[config.mk]
export PLATFORM = sky130hd
export DESIGN_NAME = uart_csr_fifo
export DESIGN_NICKNAME = d
export VERILOG_FILES = /design/src/rtl/uart_csr_fifo.sv
export SDC_FILE = /design/constraint.sdc
export NUM_CORES = 1
export LEC_CHECK = 0
export BUFFER_PORTS_ARGS = -buffer_cell sky130_fd_sc_hd__buf_4
export CAP_MARGIN = 15
export CORE_ASPECT_RATIO = 1.5
export CORE_MARGIN = 5
export CORE_UTILIZATION = 45
export CTS_CLUSTER_DIAMETER = 120
export DETAILED_ROUTE_END_ITERATION = 10
export PLACE_DENSITY = 0.74
export SYNTH_ARGS = -nofsm -noshare
export SYNTH_HDL_FRONTEND = slang
export SYNTH_SLANG_ARGS = --single-unit
[constraint.sdc]
create_clock -name clk -period 7.3 [get_ports clk]
set_input_delay 0.365 -clock clk [delete_from_list [all_inputs] [get_ports clk]]
set_output_delay 0.365 -clock clk [all_outputs]
set_load 0.02 [all_outputs]
[src/rtl/uart_csr_fifo.sv]
// -----------------------------------------------------------------------------
// uart_csr_fifo
//
// APB register block for the UART. It holds the UART configuration and control
// bits, a TX byte FIFO that feeds the transmitter over a valid/ready handshake,
// an RX byte FIFO that is filled by the receiver's one-cycle strobe, and an
// optional sticky interrupt block.
//
// Register map (byte addresses; paddr_i[ADDR_W-1:5] must be zero):
//   0x00 TXDATA   W   push pwdata_i[7:0] into the TX FIFO (lane 0 required)
//   0x04 RXDATA   R   pop the RX FIFO head
//   0x08 CFG      RW  [1:0] data bits, [2] stop bits, [3] parity en, [4] type
//   0x0C CTRL     RW  [0] tx_en; [1] TX flush, [2] RX flush (write-1 pulses)
//   0x10 STT      R   FIFO flags [3:0], TX count [15:8], RX count [23:16]
//   0x14 INT_EN   RW  interrupt enables [3:0]         (UART_CSR_IRQ_EN only)
//   0x18 INT_STAT W1C sticky interrupt events [3:0]   (UART_CSR_IRQ_EN only)
//
// Optional feature macro: UART_CSR_IRQ_EN. Without it, 0x14/0x18 are unmapped
// and irq_o is tied low.
//
// Ports:
//   clk, reset_n                       clock, async active-low reset
//   psel_i, penable_i, pwrite_i        APB control
//   paddr_i, pwdata_i, pstrb_i         APB address, write data, byte lanes
//   prdata_o, pready_o, pslverr_o      APB response (zero wait states)
//   tx_data_o, tx_valid_o, tx_ready_i  TX byte stream toward the transmitter
//   rx_data_i, rx_valid_i, parity_error_i  received byte strobe and flag
//   data_bit_num_o, stop_bit_num_o, parity_en_o, parity_type_o  UART config
//   irq_o                              interrupt request
// -----------------------------------------------------------------------------
module uart_csr_fifo #(
  parameter int ADDR_W   = 12,
  parameter int TX_DEPTH = 8,
  parameter int RX_DEPTH = 8
) (
  input  logic              clk,
  input  logic              reset_n,
  input  logic              psel_i,
  input  logic              penable_i,
  input  logic              pwrite_i,
  input  logic [ADDR_W-1:0] paddr_i,
  input  logic [31:0]       pwdata_i,
  input  logic [3:0]        pstrb_i,
  output logic [31:0]       prdata_o,
  output logic              pready_o,
  output logic              pslverr_o,
  output logic [7:0]        tx_data_o,
  output logic              tx_valid_o,
  input  logic              tx_ready_i,
  input  logic [7:0]        rx_data_i,
  input  logic              rx_valid_i,
  input  logic              parity_error_i,
  output logic [1:0]        data_bit_num_o,
  output logic              stop_bit_num_o,
  output logic              parity_en_o,
  output logic              parity_type_o,
  output logic              irq_o
);

  localparam int TX_AW = $clog2(TX_DEPTH);
  localparam int RX_AW = $clog2(RX_DEPTH);
  localparam int TX_CW = TX_AW + 1;
  localparam int RX_CW = RX_AW + 1;

  localparam logic [4:0] ADDR_TXDATA   = 5'h00;
  localparam logic [4:0] ADDR_RXDATA   = 5'h04;
  localparam logic [4:0] ADDR_CFG      = 5'h08;
  localparam logic [4:0] ADDR_CTRL     = 5'h0C;
  localparam logic [4:0] ADDR_STT      = 5'h10;
  localparam logic [4:0] ADDR_INT_EN   = 5'h14;
  localparam logic [4:0] ADDR_INT_STAT = 5'h18;

  // ---------------------------------------------------------------------------
  // APB decode
  // ---------------------------------------------------------------------------
  logic acc, apb_wr, apb_rd, addr_hi_ok;
  logic sel_tx, sel_rx, sel_cfg, sel_ctrl;

  assign acc        = psel_i & penable_i;
  assign apb_wr     = acc & pwrite_i;
  assign apb_rd     = acc & ~pwrite_i;
  assign addr_hi_ok = (paddr_i[ADDR_W-1:5] == '0);
  assign sel_tx     = addr_hi_ok & (paddr_i[4:0] == ADDR_TXDATA);
  assign sel_rx     = addr_hi_ok & (paddr_i[4:0] == ADDR_RXDATA);
  assign sel_cfg    = addr_hi_ok & (paddr_i[4:0] == ADDR_CFG);
  assign sel_ctrl   = addr_hi_ok & (paddr_i[4:0] == ADDR_CTRL);

  // Only byte lane 0 carries any writable bits in this map.
  logic ctrl_wr, tx_flush, rx_flush;
  assign ctrl_wr  = apb_wr & sel_ctrl & pstrb_i[0];
  assign tx_flush = ctrl_wr & pwdata_i[1];
  assign rx_flush = ctrl_wr & pwdata_i[2];

  // ---------------------------------------------------------------------------
  // CFG / CTRL registers
  // ---------------------------------------------------------------------------
  logic [4:0] cfg_q;
  logic       tx_en_q;

  // NOTE: state is updated with non-blocking assignments so every flop samples
  // pre-edge values regardless of the order the blocks are evaluated in.
  always_ff @(posedge clk or negedge reset_n) begin
    if (!reset_n) begin
      cfg_q   <= '0;
      tx_en_q <= 1'b0;
    end else begin
      if (apb_wr & sel_cfg & pstrb_i[0]) cfg_q <= pwdata_i[4:0];
      if (ctrl_wr)                       tx_en_q <= pwdata_i[0];
    end
  end

  assign data_bit_num_o = cfg_q[1:0];
  assign stop_bit_num_o = cfg_q[2];
  assign parity_en_o    = cfg_q[3];
  assign parity_type_o  = cfg_q[4];

  // ---------------------------------------------------------------------------
  // TX FIFO
  // ---------------------------------------------------------------------------
  logic [7:0]       tx_mem_q [TX_DEPTH];
  logic [TX_AW-1:0] tx_wptr_q, tx_rptr_q;
  logic [TX_CW-1:0] tx_cnt_q;
  logic             tx_empty, tx_full, tx_push, tx_pop;

  assign tx_empty   = (tx_cnt_q == '0);
  assign tx_full    = (tx_cnt_q == TX_CW'(TX_DEPTH));
  // Fullness is judged at the start of the cycle, so a same-cycle pop does
  // not make room for an APB push.
  assign tx_push    = apb_wr & sel_tx & pstrb_i[0] & ~tx_full;
  assign tx_valid_o = tx_en_q & ~tx_empty;
  assign tx_pop     = tx_valid_o & tx_ready_i;
  assign tx_data_o  = tx_empty ? 8'h00 : tx_mem_q[tx_rptr_q];

  always_ff @(posedge clk or negedge reset_n) begin
    if (!reset_n) begin
      tx_wptr_q <= '0;
      tx_rptr_q <= '0;
      tx_cnt_q  <= '0;
    end else if (tx_flush) begin
      tx_wptr_q <= '0;
      tx_rptr_q <= '0;
      tx_cnt_q  <= '0;
    end else begin
      if (tx_push) tx_wptr_q <= tx_wptr_q + 1'b1;
      if (tx_pop)  tx_rptr_q <= tx_rptr_q + 1'b1;
      tx_cnt_q <= tx_cnt_q + TX_CW'(tx_push) - TX_CW'(tx_pop);
    end
  end

  // NOTE: FIFO storage has no reset; the count/pointers define which entries
  // are meaningful, and outputs are masked to 0 while the FIFO is empty.
  always_ff @(posedge clk) begin
    if (tx_push) tx_mem_q[tx_wptr_q] <= pwdata_i[7:0];
  end

  // ---------------------------------------------------------------------------
  // RX FIFO
  // ---------------------------------------------------------------------------
  logic [7:0]       rx_mem_q [RX_DEPTH];
  logic [RX_AW-1:0] rx_wptr_q, rx_rptr_q;
  logic [RX_CW-1:0] rx_cnt_q;
  logic             rx_empty, rx_full, rx_push, rx_pop, rx_ovf;

  assign rx_empty = (rx_cnt_q == '0);
  assign rx_full  = (rx_cnt_q == RX_CW'(RX_DEPTH));
  assign rx_pop   = apb_rd & sel_rx & ~rx_empty;
  // A pop in the same cycle frees the slot the incoming byte needs.
  assign rx_push  = rx_valid_i & (~rx_full | rx_pop);
  assign rx_ovf   = rx_valid_i & rx_full & ~rx_pop;

  always_ff @(posedge clk or negedge reset_n) begin
    if (!reset_n) begin
      rx_wptr_q <= '0;
      rx_rptr_q <= '0;
      rx_cnt_q  <= '0;
    end else if (rx_flush) begin
      rx_wptr_q <= '0;
      rx_rptr_q <= '0;
      rx_cnt_q  <= '0;
    end else begin
      if (rx_push) rx_wptr_q <= rx_wptr_q + 1'b1;
      if (rx_pop)  rx_rptr_q <= rx_rptr_q + 1'b1;
      rx_cnt_q <= rx_cnt_q + RX_CW'(rx_push) - RX_CW'(rx_pop);
    end
  end

  always_ff @(posedge clk) begin
    if (rx_push) rx_mem_q[rx_wptr_q] <= rx_data_i;
  end

  // ---------------------------------------------------------------------------
  // Interrupts
  // ---------------------------------------------------------------------------
`ifdef UART_CSR_IRQ_EN
  logic [3:0] int_en_q, int_stat_q, int_set, int_clr;
  logic       sel_int_en, sel_int_stat;

  assign sel_int_en   = addr_hi_ok & (paddr_i[4:0] == ADDR_INT_EN);
  assign sel_int_stat = addr_hi_ok & (paddr_i[4:0] == ADDR_INT_STAT);

  assign int_set[0] = rx_push & ~rx_flush;
  assign int_set[1] = tx_pop & (tx_cnt_q == TX_CW'(1)) & ~tx_push & ~tx_flush;
  assign int_set[2] = rx_ovf;
  assign int_set[3] = rx_valid_i & parity_error_i;
  assign int_clr    = (apb_wr & sel_int_stat & pstrb_i[0]) ? pwdata_i[3:0] : 4'h0;

  always_ff @(posedge clk or negedge reset_n) begin
    if (!reset_n) begin
      int_en_q   <= '0;
      int_stat_q <= '0;
    end else begin
      if (apb_wr & sel_int_en & pstrb_i[0]) int_en_q <= pwdata_i[3:0];
      // A new event on the same edge as a write-1-clear keeps the bit set.
      int_stat_q <= (int_stat_q & ~int_clr) | int_set;
    end
  end

  assign irq_o = |(int_stat_q & int_en_q);
`else
  logic unused_irq_inputs;
  assign unused_irq_inputs = parity_error_i;
  assign irq_o = 1'b0;
`endif

  // ---------------------------------------------------------------------------
  // Read data / error mux
  // ---------------------------------------------------------------------------
  logic [31:0] rd_data;
  logic        rd_err;

  // NOTE: every always_comb output gets a default first so no path leaves it
  // unassigned, which would otherwise infer a latch.
  always_comb begin
    rd_data = '0;
    rd_err  = 1'b0;
    if (!addr_hi_ok) begin
      rd_err = 1'b1;
    end else begin
      case (paddr_i[4:0])
        ADDR_TXDATA: rd_err = pwrite_i & (~pstrb_i[0] | tx_full);
        ADDR_RXDATA: begin
          if (pwrite_i | rx_empty) rd_err  = 1'b1;
          else                     rd_data = {24'h0, rx_mem_q[rx_rptr_q]};
        end
        ADDR_CFG:  rd_data = {27'h0, cfg_q};
        ADDR_CTRL: rd_data = {31'h0, tx_en_q};
        ADDR_STT: begin
          if (pwrite_i) rd_err = 1'b1;
          else rd_data = {8'h0, 8'(rx_cnt_q), 8'(tx_cnt_q),
                          4'h0, rx_full, rx_empty, tx_full, tx_empty};
        end
`ifdef UART_CSR_IRQ_EN
        ADDR_INT_EN:   rd_data = {28'h0, int_en_q};
        ADDR_INT_STAT: rd_data = {28'h0, int_stat_q};
`endif
        default: rd_err = 1'b1;
      endcase
    end
  end

  assign prdata_o  = apb_rd ? rd_data : 32'h0;
  assign pslverr_o = acc & rd_err;
  assign pready_o  = 1'b1;

  logic unused_bus_bits;
  assign unused_bus_bits = ^{pwdata_i[31:8], pstrb_i[3:1]};

endmodule

==> results of run 1 <==
[routing by layer]
layer  vias up  share of wire
li1       1828              -
met1      2095           0.37
met2       150           0.56
met3        19          0.059
met4         0          0.016
met5         -              0
[registers in the layout, indices dropped and copies added, names as in the netlist]
name	cells
cfg_q	5
rx_cnt_q	4
rx_mem_q	64
rx_rptr_q	3
rx_wptr_q	3
tx_cnt_q	4
tx_en_q	1
tx_mem_q	64
tx_rptr_q	3
tx_wptr_q	3
[Yosys cell counts (3+ instances only)]
library cell  number  share of area
a21oi_1           13         0.0094
and2_1             9         0.0081
buf_1              4         0.0022
buf_2              3         0.0022
buf_4             18          0.019
clkbuf_1           5         0.0027
dfrtp_1           26          0.094
edfxtp_1         128           0.55
ha_1              15          0.027
inv_1             11         0.0060
mux2_4             5          0.011
mux2i_1           18          0.026
mux4_2            32           0.10
nand2_1           17         0.0092
nand2b_1           3         0.0027
nand3_1            8         0.0058
nand4_1            5         0.0045
nor2_1            20          0.011
nor2b_1            7         0.0063
nor3_1             9         0.0065
nor3b_1            7         0.0076
nor4_1             4         0.0036
nor4b_1            3         0.0038
o21ai_0           11         0.0079
o22ai_1            4         0.0036
or3_1              4         0.0036
xnor2_1            4         0.0051
[area by class of cell]
| type | instances | area (µm²) | area share |
|---|---|---|---|
| Multi-Input combinational cell | 252 | 2270 | 0.273 |
| Clock buffer | 18 | 429 | 0.0516 |
| Inverter | 12 | 45.0 | 0.00542 |
| Sequential cell | 154 | 4490 | 0.541 |
| Clock inverter | 12 | 190 | 0.0229 |
| Tap cell | 199 | 249 | 0.0300 |
| Timing Repair Buffer | 81 | 631 | 0.0759 |
[logic make-up after synthesis]
family	after synthesis	synth area share
xor+xnor	6	0.00758
compound gates	42	0.0370
simple gates	113	0.0960
mux	56	0.142
flops	154	0.648
other cells	2	0.00108
buf+inv	43	0.0347
fa+ha+maj	17	0.0329
[through the flow]
step           instance area (µm²)  cells  total power, µW  hold WS, ps  setup slack (ps)
3_5_place_dp                  7650    696             1380          305              4000
6_report                      8310    728             2280          177              4210
3_3_place_gp                  7650    696             1360          296              4070
5_1_grt                       8310    728             2380          162              4060
2_1_floorplan                 6990    449             1270         69.4              4390
4_1_cts                       8280    727             2300          163              4260
[repair_timing]
item,in CTS,in global routing
endpoints found under the hold margin,26,0
resized for setup,0,0
hold buffers,1,0
[path summary, 6_finish.rpt]
check	from	endpoint	depth (start not counted)
worst max register to register	tx_cnt_q[2]	tx_mem_q[6][4]	6
max in group asynchronous	reset_n	cfg_q[4]	2
worst min register to register	cfg_q[1]	cfg_q[1]	1
min in group asynchronous	reset_n	rx_cnt_q[2]	2
worst min-delay path	rx_data_i[5]	rx_mem_q[2][5]	1
worst max-delay path	tx_cnt_q[2]	tx_mem_q[6][4]	6
[power groups by stage]
stage	Clock, µW	Sequential, µW	Combinational [µW]
2_1_floorplan	0	1080	196
3_3_place_gp	0	1090	266
3_5_place_dp	0	1100	281
4_1_cts	936	1080	284
5_1_grt	981	1080	315
6_report	923	1080	281
==> flow_summary.json, run 1 <==
{
  "viasPerCell": 5.62,
  "first_pass_iters": 5,
  "fin_crit_ps": 3090,
  "wl_per_cell_um": 20.5,
  "ys_types": 56,
  "drc": 0,
  "ir_worst_vdd_mv": 0.182,
  "hpwl_um": 10500,
  "setup_viol": 0,
  "status": "finished clean",
  "core_area_um2": 15100,
  "p_int_uw": 1730,
  "required_ps": 7330,
  "p_seq_frac": 0.472,
  "cts_buffer_depth": 2,
  "rows": 55,
  "p_clk_frac": 0.405,
  "final_cell_mix": "edfxtp_1, buf_4, mux4_2",
  "cts_root_buffer": "clkbuf_16",
  "end_kind": "flip-flop",
  "synth_seq_cells": 154,
  "path_delay_family": "simple AND/OR/NAND/NOR gates",
  "syn_to_final_growth_pct": 19.9,
  "cts_tree": "yes",
  "postCtsSetupRepairBufs": 0,
  "fin_util": 0.549,
  "rrSetupSlack_ps": 4210,
  "die_width_um": 111,
  "path_class": "flip-flop to flip-flop",
  "slowest_delay_ps": 820,
  "htreeDepth": 4,
  "cts_sinks": 154,
  "grt-busiest-layer": "met2",
  "syn_inst": 433,
  "seq_area_frac_synth": 0.648,
  "io_buffers": 66,
  "use_met3": 0.0417,
  "critical_path_arrival_ps": 3120,
  "ys_warn_count": 0,
  "vias": 4092,
  "startpoint_type": "flip-flop",
  "power_density_nw_per_um2": 275,
  "combPwrFrac": 0.123,
  "hold_path.class": "primary input to flip-flop",
  "drt_iter0_markers": 261,
  "clock_latency_ps": 410,
  "async_flop_share": 0.169,
  "finalCritPeriodShare": 0.423,
  "layout_commonest_cell": "edfxtp_1",
  "slowest_stage": "nor2_1",
  "grt_util_met2": 0.317,
  "switchingPower_uw": 548,
  "cp_max_fo": 8,
  "grt_pass1_vias": 4278,
  "syn-mean-instance-area_um2": 16.0,
  "tightest_slew_ps": 963,
  "fmax_ghz": 0.324,
  "hold_viol_final": 0,
  "dieArea_um2": 18000,
  "grt_util_met1": 0.192,
  "track_usage": 0.171,
  "switching_share": 0.240,
  "dieHeight_um": 162,
  "grt_max_degree": 27,
  "grt_pass1_wl_um": 23300,
  "cts_made_buffers": 17,
  "worst-path-buf-inv": 1,
  "synth_edf_count": 128,
  "synthFlopType": "edfxtp_1",
  "fin_tns_setup_ps": 0,
  "slew_headroom": 0.355,
  "power.leakage_uw": 0.00303,
  "grt_overflow": 0,
  "slew_viol_final": 0,
  "fin_nets": 599,
  "worst_clock_skew_ps": 5.47,
  "initial_core_util": 0.458,
  "wirelength_um": 14900,
  "ios": 113,
  "syn_area_um2": 6930,
  "antenna_found_initial": 0,
  "rsz0062_at_grt": "false",
  "fill_cells": 1203,
  "path_clk_slew_ps": 60,
  "n_antenna_cell": 0,
  "postRouteAntennaNets": 0,
  "gp_congestion": 0.866,
  "crit_chain": "inv_1 > ha_1 > nor3b_1 > nor4_1 > nand3b_1 > nor2_1",
  "post_route_cells_drive_above_1_share": 0.302,
  "cap_violations": 0
}
No activity file was read; power rests on OpenSTA's default activity.
==> run 2, diff against run 1 <==
clock period = 3.05 ns   (was 7.3 ns; I/O delays follow)
==> run 2 against run 1 <==
Routed wire length up 1.1%. Via count rose by 0.71%. Die area is the same. Largest cell class unchanged.
==> flow_summary.json, run 2 (synthesis results as in run 1) <==
{
  "switching_share": 0.240,
  "path_common_cell": "ha_1",
  "clock_latency_ps": 420,
  "fin_nets": 621,
  "postRouteAntennaNets": 0,
  "cts_sinks": 154,
  "switchingPower_uw": 1280,
  "viasPerCell": 5.49,
  "final_cell_mix": "edfxtp_1, buf_4, mux4_2",
  "n_antenna_cell": 0,
  "power_density_nw_per_um2": 635,
  "p_clk_frac": 0.389,
  "setup_viol": 0,
  "slew_headroom": 0.410,
  "hold_path.class": "primary input to flip-flop",
  "first_pass_iters": 4,
  "cp_max_fo": 5,
  "grt_overflow": 0,
  "slowest_stage": "nor3_1",
  "post_route_cells_drive_above_1_share": 0.293,
  "startpoint_type": "flip-flop",
  "grt_pass1_vias": 4436,
  "path_class": "flip-flop to flip-flop",
  "slowest_delay_ps": 470,
  "drt_iter0_markers": 223,
  "cts_made_buffers": 17,
  "slew_viol_final": 0,
  "core_area_um2": 15100,
  "ir_worst_vdd_mv": 0.684,
  "critical_path_arrival_ps": 3070,
  "hpwl_um": 10600,
  "gp_congestion": 0.848,
  "syn_to_final_growth_pct": 21.8,
  "design_area_um2": 8440,
  "hold_viol_final": 0,
  "grt_max_degree": 27,
  "rows": 55,
  "fin_tns_setup_ps": 0,
  "ios": 113,
  "status": "finished clean",
  "power.leakage_uw": 0.00310,
  "drc": 0,
  "layout_commonest_cell": "edfxtp_1",
  "cts_buffer_depth": 2,
  "cts_root_buffer": "clkbuf_16",
  "cts_tree": "yes",
  "fill_cells": 1207,
  "fin_crit_ps": 2800,
  "dieArea_um2": 18000,
  "htreeDepth": 4,
  "top_regs": "rx_mem_q: 64 flops, tx_mem_q: 64 flops, cfg_q: 5 flops",
  "crit_chain": "inv_1 > ha_1 > nor3b_1 > nor3_1 > nand2_1 > or2_2 > ha_1 > a21o_1 > a21oi_1 > xnor2_1 > nor2_1",
  "dieHeight_um": 162,
  "io_buffers": 66,
  "antenna_found_initial": 0,
  "wl_per_cell_um": 20.1,
  "p_seq_frac": 0.482,
  "worst_clock_skew_ps": 14.7,
  "wirelength_um": 15100,
  "grt_pass1_wl_um": 23700,
  "p_int_uw": 4080,
  "rsz0062_at_grt": "false",
  "path_clk_slew_ps": 60,
  "cts_resized": 0,
  "track_usage": 0.171,
  "required_ps": 3320,
  "combPwrFrac": 0.129,
  "fmax_ghz": 0.358,
  "vias": 4121,
  "cap_violations": 0,
  "finalCritPeriodShare": 0.917,
  "die_width_um": 111,
  "tightest_slew_ps": 882,
  "initial_core_util": 0.458,
  "end_kind": "flip-flop",
  "placed_area_um2": 7710
}
-- run 2: changes by cell type in the layout (fill, tap and decap cells not counted), sizes merged --
cell         delta
buf             +8
bufinv          -1
clkbuf          +3
clkinv          +2
dlygate4sd3    +14
inv             -3
-- run 2: path summary, 6_finish.rpt --
check	start	end	slack, ps	depth (start not counted)
worst min-delay path	pwdata_i[1]	tx_mem_q[0][1]	3	1
worst max-delay path	rx_cnt_q[2]	rx_cnt_q[3]	250	11
max in group asynchronous	reset_n	cfg_q[0]	2570	2
worst max register to register	rx_cnt_q[2]	rx_cnt_q[3]	250	11
min in group asynchronous	reset_n	tx_cnt_q[1]	200	2
worst min register to register	cfg_q[1]	cfg_q[1]	560	1
-- run 2: area by class of cell --
type | instances | area (µm²) | area share
clock buffer | 21 | 440 | 0.0522
clock inverter | 10 | 144 | 0.0170
inverter | 12 | 45.0 | 0.00534
multi-input combinational | 252 | 2260 | 0.267
sequential | 154 | 4490 | 0.532
tap | 199 | 249 | 0.0295
timing repair buffer | 103 | 811 | 0.0961
-- run 2: stage by stage --
| step | worst slack, ps | utilization | hold slack, ps | power (µW) | cells |
|---|---|---|---|---|---|
| final | 254 | 0.558 | 2.98 | 5360 | 751 |
| after global routing | 67.7 | 0.558 | 1.98 | 5570 | 751 |
| after CTS | 237 | 0.558 | 1.51 | 5390 | 751 |
| after detailed placement | 257 | 0.509 | 94.5 | 3300 | 705 |
| after global placement | 360 | 0.509 | 85.6 | 3250 | 705 |
| after floorplan | 353 | - | -143 | 3050 | 449 |
-- run 2: per-layer routing --
layer	GRT usage	vias to the layer above	wire, µm
met5	0	-	0
met4	0.0675	0	383
met3	0.0395	29	765
met2	0.311	144	8370
met1	0.193	2072	5580
li1	-	1876	-
-- run 2: worst max-delay path: cells and delay by family, from the launching register on --
family	cells	cell delay [ps]
DFF	1	330
buffers and inverters	1	70
adders and majority gates	2	490
xor gates and xnor gates	1	140
AOI/OAI and AO/OA	2	340
and+or+nand+nor	5	1290
-- run 2: timing repair --
item | in CTS | in global routing
endpoints found under the hold margin | 133 | 0
setup buffers | 0 | 0
setup endpoints to repair | 0 | 0
hold buffers | 15 | 0
-- run 2: power by group through the flow --
stage	Clock, µW	Combinational (µW)	Sequential (µW)
floorplan	0	469	2580
global placement	0	640	2610
detailed placement	0	678	2620
CTS	2110	698	2580
global route	2210	758	2600
finish	2090	693	2580
